### config.mk
export PLATFORM = sky130hd
export DESIGN_NAME = vc_tx_arbiter
export DESIGN_NICKNAME = d
export VERILOG_FILES = /design/src/rtl/ravenoc_pkg.sv /design/src/rtl/vc_credit_cnt.sv /design/src/rtl/vc_tx_arbiter.sv
export SDC_FILE = /design/constraint.sdc
export NUM_CORES = 1
export LEC_CHECK = 0
export BUFFER_PORTS_ARGS = -buffer_cell sky130_fd_sc_hd__buf_2
export CAP_MARGIN = 30
export CORE_AREA = 2 2 71 106
export CTS_BUF_LIST = sky130_fd_sc_hd__clkbuf_4 sky130_fd_sc_hd__clkbuf_8 sky130_fd_sc_hd__clkbuf_16
export DETAILED_ROUTE_END_ITERATION = 10
export DIE_AREA = 0 0 73 108
export PLACE_DENSITY = 0.77
export SKIP_LAST_GASP = 1
export SYNTH_ARGS = -nofsm -noshare
export SYNTH_HDL_FRONTEND = slang
export SYNTH_SLANG_ARGS = --single-unit
### constraint.sdc
create_clock -name clk -period 3.07 [get_ports clk]
set_input_delay 0.614 -clock clk [delete_from_list [all_inputs] [get_ports clk]]
set_output_delay 0.614 -clock clk [all_outputs]
set_load 0.1 [all_outputs]
### src/rtl/ravenoc_pkg.sv
// Shared NoC constants and the arbiter state type used by the network-interface TX path.
package ravenoc_pkg;

  localparam int unsigned N_VIRT_CHN = 3;
  localparam int unsigned FLIT_WIDTH = 32;
  localparam int unsigned VC_WIDTH   = (N_VIRT_CHN > 1) ? $clog2(N_VIRT_CHN) : 1;

  typedef enum logic {
    IDLE,
    LOCKED
  } s_arb_state_t;

endpackage

### src/rtl/vc_credit_cnt.sv
// Per-VC downstream credit counter: starts full, saturates at CREDITS and flags overflow.
module vc_credit_cnt
  import ravenoc_pkg::*;
#(
  parameter int unsigned CREDITS = 4
) (
  input  logic clk,
  input  logic arst_n,
  input  logic dec_i,
  input  logic inc_i,
  output logic avail_o,
  output logic ovf_o
);

  localparam int unsigned CntW = $clog2(CREDITS + 1);

  logic [CntW-1:0] cnt_q, cnt_d;

  always_comb begin
    cnt_d = cnt_q;
    ovf_o = 1'b0;
    if (dec_i && !inc_i) begin
      cnt_d = cnt_q - CntW'(1);
    end else if (inc_i && !dec_i) begin
      if (cnt_q == CntW'(CREDITS)) begin
        ovf_o = 1'b1;
      end else begin
        cnt_d = cnt_q + CntW'(1);
      end
    end
  end

  always_ff @(posedge clk or negedge arst_n) begin
    if (!arst_n) begin
      cnt_q <= CntW'(CREDITS);
    end else begin
      cnt_q <= cnt_d;
    end
  end

  assign avail_o = (cnt_q != '0);

endmodule

### src/rtl/vc_tx_arbiter.sv
// Credit-aware wormhole VC arbiter for the NI transmit side.
// Define NI_RR_ARB_EN for round-robin arbitration; default is fixed priority (highest VC wins).
module vc_tx_arbiter
  import ravenoc_pkg::*;
#(
  parameter int unsigned N_VC    = N_VIRT_CHN,
  parameter int unsigned CREDITS = 4,
  parameter int unsigned FLIT_W  = FLIT_WIDTH
) (
  input  logic                   clk,
  input  logic                   arst_n,
  input  logic [N_VC-1:0]        req_valid_i,
  input  logic [N_VC-1:0]        req_head_i,
  input  logic [N_VC-1:0]        req_tail_i,
  input  logic [N_VC*FLIT_W-1:0] req_flit_i,
  output logic [N_VC-1:0]        req_ready_o,
  input  logic [N_VC-1:0]        credit_i,
  output logic                   out_valid_o,
  output logic [VC_WIDTH-1:0]    out_vc_o,
  output logic [FLIT_W-1:0]      out_flit_o,
  output logic                   busy_o,
  output logic                   err_o
);

  s_arb_state_t state_q, state_d;

  logic [VC_WIDTH-1:0] lock_vc_q, lock_vc_d;
  logic [VC_WIDTH-1:0] rr_ptr_q, rr_ptr_d;
  logic [VC_WIDTH-1:0] win_idx, sel_idx;
  logic                win_found;
  int unsigned         cand;

  logic [N_VC-1:0] avail, ovf, elig, xfer;
  logic            xfer_any;

  logic                out_valid_q, out_valid_d;
  logic [VC_WIDTH-1:0] out_vc_q, out_vc_d;
  logic [FLIT_W-1:0]   out_flit_q, out_flit_d;
  logic                err_q, err_d;

  for (genvar i = 0; i < N_VC; i++) begin : g_credit
    vc_credit_cnt #(
      .CREDITS(CREDITS)
    ) u_cnt (
      .clk    (clk),
      .arst_n (arst_n),
      .dec_i  (xfer[i]),
      .inc_i  (credit_i[i]),
      .avail_o(avail[i]),
      .ovf_o  (ovf[i])
    );
  end

  // Candidates are visited from lowest to highest priority so the last hit wins.
  always_comb begin
    win_found = 1'b0;
    win_idx   = '0;
    cand      = 0;
    elig      = req_valid_i & req_head_i & avail;
    for (int unsigned k = 0; k < N_VC; k++) begin
`ifdef NI_RR_ARB_EN
      cand = (int'(rr_ptr_q) + N_VC - 1 - k) % N_VC;
`else
      // rr_ptr is pinned to 0 here, so this is a plain highest-index-first scan.
      cand = (int'(rr_ptr_q) + k) % N_VC;
`endif
      if (elig[cand]) begin
        win_found = 1'b1;
        win_idx   = VC_WIDTH'(cand);
      end
    end
  end

  always_comb begin
    state_d     = state_q;
    lock_vc_d   = lock_vc_q;
    rr_ptr_d    = rr_ptr_q;
    req_ready_o = '0;
    sel_idx     = lock_vc_q;

    unique case (state_q)
      IDLE: begin
        sel_idx = win_idx;
        if (win_found) begin
          req_ready_o[win_idx] = 1'b1;
        end
      end
      LOCKED: begin
        req_ready_o[lock_vc_q] = avail[lock_vc_q];
      end
      default: ;
    endcase

    xfer     = req_valid_i & req_ready_o;
    xfer_any = |xfer;

    unique case (state_q)
      IDLE: begin
        if (xfer_any) begin
`ifdef NI_RR_ARB_EN
          rr_ptr_d = (int'(win_idx) == N_VC - 1) ? '0 : win_idx + VC_WIDTH'(1);
`endif
          if (!req_tail_i[win_idx]) begin
            state_d   = LOCKED;
            lock_vc_d = win_idx;
          end
        end
      end
      LOCKED: begin
        if (xfer_any && req_tail_i[lock_vc_q]) begin
          state_d = IDLE;
        end
      end
      default: state_d = IDLE;
    endcase

    out_valid_d = xfer_any;
    out_vc_d    = out_vc_q;
    out_flit_d  = out_flit_q;
    if (xfer_any) begin
      out_vc_d   = sel_idx;
      out_flit_d = req_flit_i[sel_idx*FLIT_W +: FLIT_W];
    end
  end

  assign err_d = err_q | (|ovf);

  always_ff @(posedge clk or negedge arst_n) begin
    if (!arst_n) begin
      state_q     <= IDLE;
      lock_vc_q   <= '0;
      rr_ptr_q    <= '0;
      out_valid_q <= 1'b0;
      out_vc_q    <= '0;
      out_flit_q  <= '0;
      err_q       <= 1'b0;
    end else begin
      state_q     <= state_d;
      lock_vc_q   <= lock_vc_d;
      rr_ptr_q    <= rr_ptr_d;
      out_valid_q <= out_valid_d;
      out_vc_q    <= out_vc_d;
      out_flit_q  <= out_flit_d;
      err_q       <= err_d;
    end
  end

  assign out_valid_o = out_valid_q;
  assign out_vc_o    = out_vc_q;
  assign out_flit_o  = out_flit_q;
  assign busy_o      = (state_q == LOCKED);
  assign err_o       = err_q;

endmodule
==> metrics.md <==
| Metric | Value |
|---|---|
| Hold_buf cts | `0` |
| Avg Inst Size Synth | `9.28 µm²` |
| Placed cell count | `roughly 560` |
| Yosys reg bits | `48` |
| Ant. Diodes | `0` |
| Cell variety after synth | `49` |
| RSZ-0062 raised after global routing | `no` |
| I/O pins | `150` |
| Clock Latency Late Sink | `290 ps` |
| CP max FO | `8` |
| Finished Layout Cells | `565` |
| Die height | `108 µm` |
| Setup tns final | `0 ps` |
| Cell breakdown of the critical path | `o311a_4 -> nor3_1 -> or2_2 -> buf_2` |
| Worst-Margin Slew | `745 ps` |
| CTS H-tree lvls | `2` |
| Worst setup SP type | `flip-flop` |
| Num CTS Buffers | `5` |
| Total GRT Usage | `20.5%` |
| # Post-CTS Setup Buffers | `0` |
| Cell area after synthesis | `3180 µm²` |
| Synth async-reset ratio | `100%` |
| Final period util | `89.7%` |
| Core Region | `6900 µm²` |
| Share of layout cells above drive strength 1 | `45.0%` |
| Global-route wire length before repair | `13000 µm` |
| Drt wl/cell | `14.4 µm` |
| Final ANT Viol Nets | `0` |
| Fill cell count | `613` |
| Yosys warning count | `0` |
| CTS-repair resized insts | `0` |
| DIE AREA | `7880 µm²` |
| Critical path class | `reg2out` |
| Crit end category | `primary output` |
| Vias per inst | `5.46` |
| Syn Nets | `462` |
| Initial Utilization | `46.2%` |
| Status | `completed` |
| Area Overhead vs Synth | `29.1%` |
| CP bufs+invs | `1` |
| Detail Placement HPWL | `about 6300 µm` |
| Die X | `73 µm` |
| Initial antenna violation count | `0` |
| Total wire length | `8160 µm` |
| Residual DRC count | `0` |
| Clock skew | `approximately 8.0 ps` |
| Ys flop type | `dfrtp_1` |
| Post-synth EDFFs | `0` |
| Largest net degree at the start of global routing | `35` |
| Crit-path slowest cell | `dfrtp_1` |
| Register area | `1200 µm²` |
| Multi-input gate area | `1810 µm²` |
| Gp weighted congestion | `0.818` |
| Slew HR | `50.3%` |
| Post-route minimum period | `2750 ps` |
| Data required time of the worst path | `2460 ps` |
| Slowest stage delay, CP | `~500 ps` |
| Hold Fails Final Rpt | `0` |
| # setup viols final | `0` |
| Row count | `37` |
| CTS tree | `built` |
| Vias in the first global route | `2908` |
| Syn Inst Count | `approximately 340` |
| First-pass DRT Iterations | `4` |
| Final Max Tran Viols | `0` |
| PortBufs | `approximately 150` |
| Nets | `roughly 610` |
| Root Buffer | `clkbuf_8` |
| Clock sink total | `48` |
| Fin util | `59.6%` |
| CP arrival | `2140 ps` |
| DRT iter0 DRCs | `122` |
| Tightest Hold Check Type | `in2async` |
| Max-Cap Viols | `0` |
| Clock tree buffer depth | `2` |
| Post-synthesis sequential area ratio | `37.8%` |
| Critical path's top delay family | `flip-flops` |
| Reg clk slew, reported paths | `~90 ps` |
| Congestion Overflow GR | `0` |
| DR vias | `3085` |
| Fmax achieved | `363 MHz` |
## layout by cell type, fill, tap and decap left out, types with 2 or more instances in the layout
cell type  instances
a21o_1             2
mux2_4            26
nand2_1           75
dfstp_2            3
a21oi_1           39
or3_1              2
mux2_2             7
fa_1               3
nor3_1            10
dfrtp_1           45
o21ai_0           12
o22a_1             2
buf_2            149
clkbuf_8           7
a31oi_1           32
nor2_1            14
o31a_2             2
nor4_1             2
buf_4              7
ha_1               6
inv_1             12
nand2b_1           2
## metrics by stage
step           setup slack, ps  hold slack (ps)  area, µm²
2_1_floorplan             48.6              318       3190
3_3_place_gp               582              452       3960
3_5_place_dp               452              459       4010
4_1_cts                    302              270       4110
5_1_grt                    171              289       4110
6_report                   315              266       4110
## final cells by class
class                   count  area share [%]
clock buffers               8            2.53
flip-flops and latches     48            29.3
well taps                  78            2.37
repair buffers            158            20.6
multi-input cells         260            44.0
inverters                  13            1.19
## worst paths after layout
| check | endpoint | startpoint | cells after the start | slack, ps |
|---|---|---|---|---|
| worst max-delay path | req_ready_o[1] | g_credit[2].u_cnt.cnt_q[0]$_DFFE_PN0P_ | 4 | 320 |
| worst min-delay path | g_credit[0].u_cnt.cnt_q[0]$_DFFE_PN0P_ | arst_n | 1 | 270 |
| worst max register to register | g_credit[2].u_cnt.cnt_q[2]$_DFFE_PN1P_ | busy_o$_DFF_PN0_ | 10 | 380 |
| worst min register to register | err_o$_DFF_PN0_ | err_o$_DFF_PN0_ | 2 | 480 |
| max in group asynchronous | g_credit[2].u_cnt.cnt_q[2]$_DFFE_PN1P_ | arst_n | 2 | 2200 |
| min in group clk | err_o$_DFF_PN0_ | err_o$_DFF_PN0_ | 2 | 480 |
## state kept, by name (all words and copies together) (netlist names)
signal and flops:
out_flit_o 32, g_credit.u_cnt.cnt_q 9, lock_vc_q 2, out_vc_o 2
busy_o 1, err_o 1, out_valid_o 1
## routing by layer
layer	wire length [µm]	track usage, %	up-vias
met3	343	2.24	12
li1	-	-	1499
met5	0	0	-
met4	139	7.14	0
met2	4390	37.2	107
met1	3290	24.5	1467
## cells in the mapped netlist (2+ instances only)
cell	number	area [µm²]
nand2_1	75	282
dfrtp_1	45	1130
a21oi_1	39	195
a31oi_1	32	200
mux2_4	26	390
nor2_1	14	52.6
o21ai_0	13	65.1
inv_1	12	45.0
clkbuf_1	10	37.5
nor3_1	10	50.1
buf_2	7	35.0
mux2_2	7	78.8
ha_1	6	75.1
dfstp_2	3	78.8
fa_1	3	60.1
a21o_1	2	15.0
buf_12	2	40.0
nand2b_1	2	12.5
nor4_1	2	12.5
o22a_1	2	17.5
o31ai_1	2	15.0
or3_1	2	12.5
## logic make-up (layout without fill, tap and decap cells)
kind of cell    after synthesis  after routing  synth area share [%]
flops                        48             48                  37.8
simple gates                111            111                  15.1
fa+ha+maj                     9              9                  4.24
compound gates              106            106                  21.8
buf+inv                      35            179                  5.89
mux                          34             34                  15.0
Power is left out: the tool's default activity adds up to more than one toggle a clock period on the data nets, which glitch-free logic cannot reach.
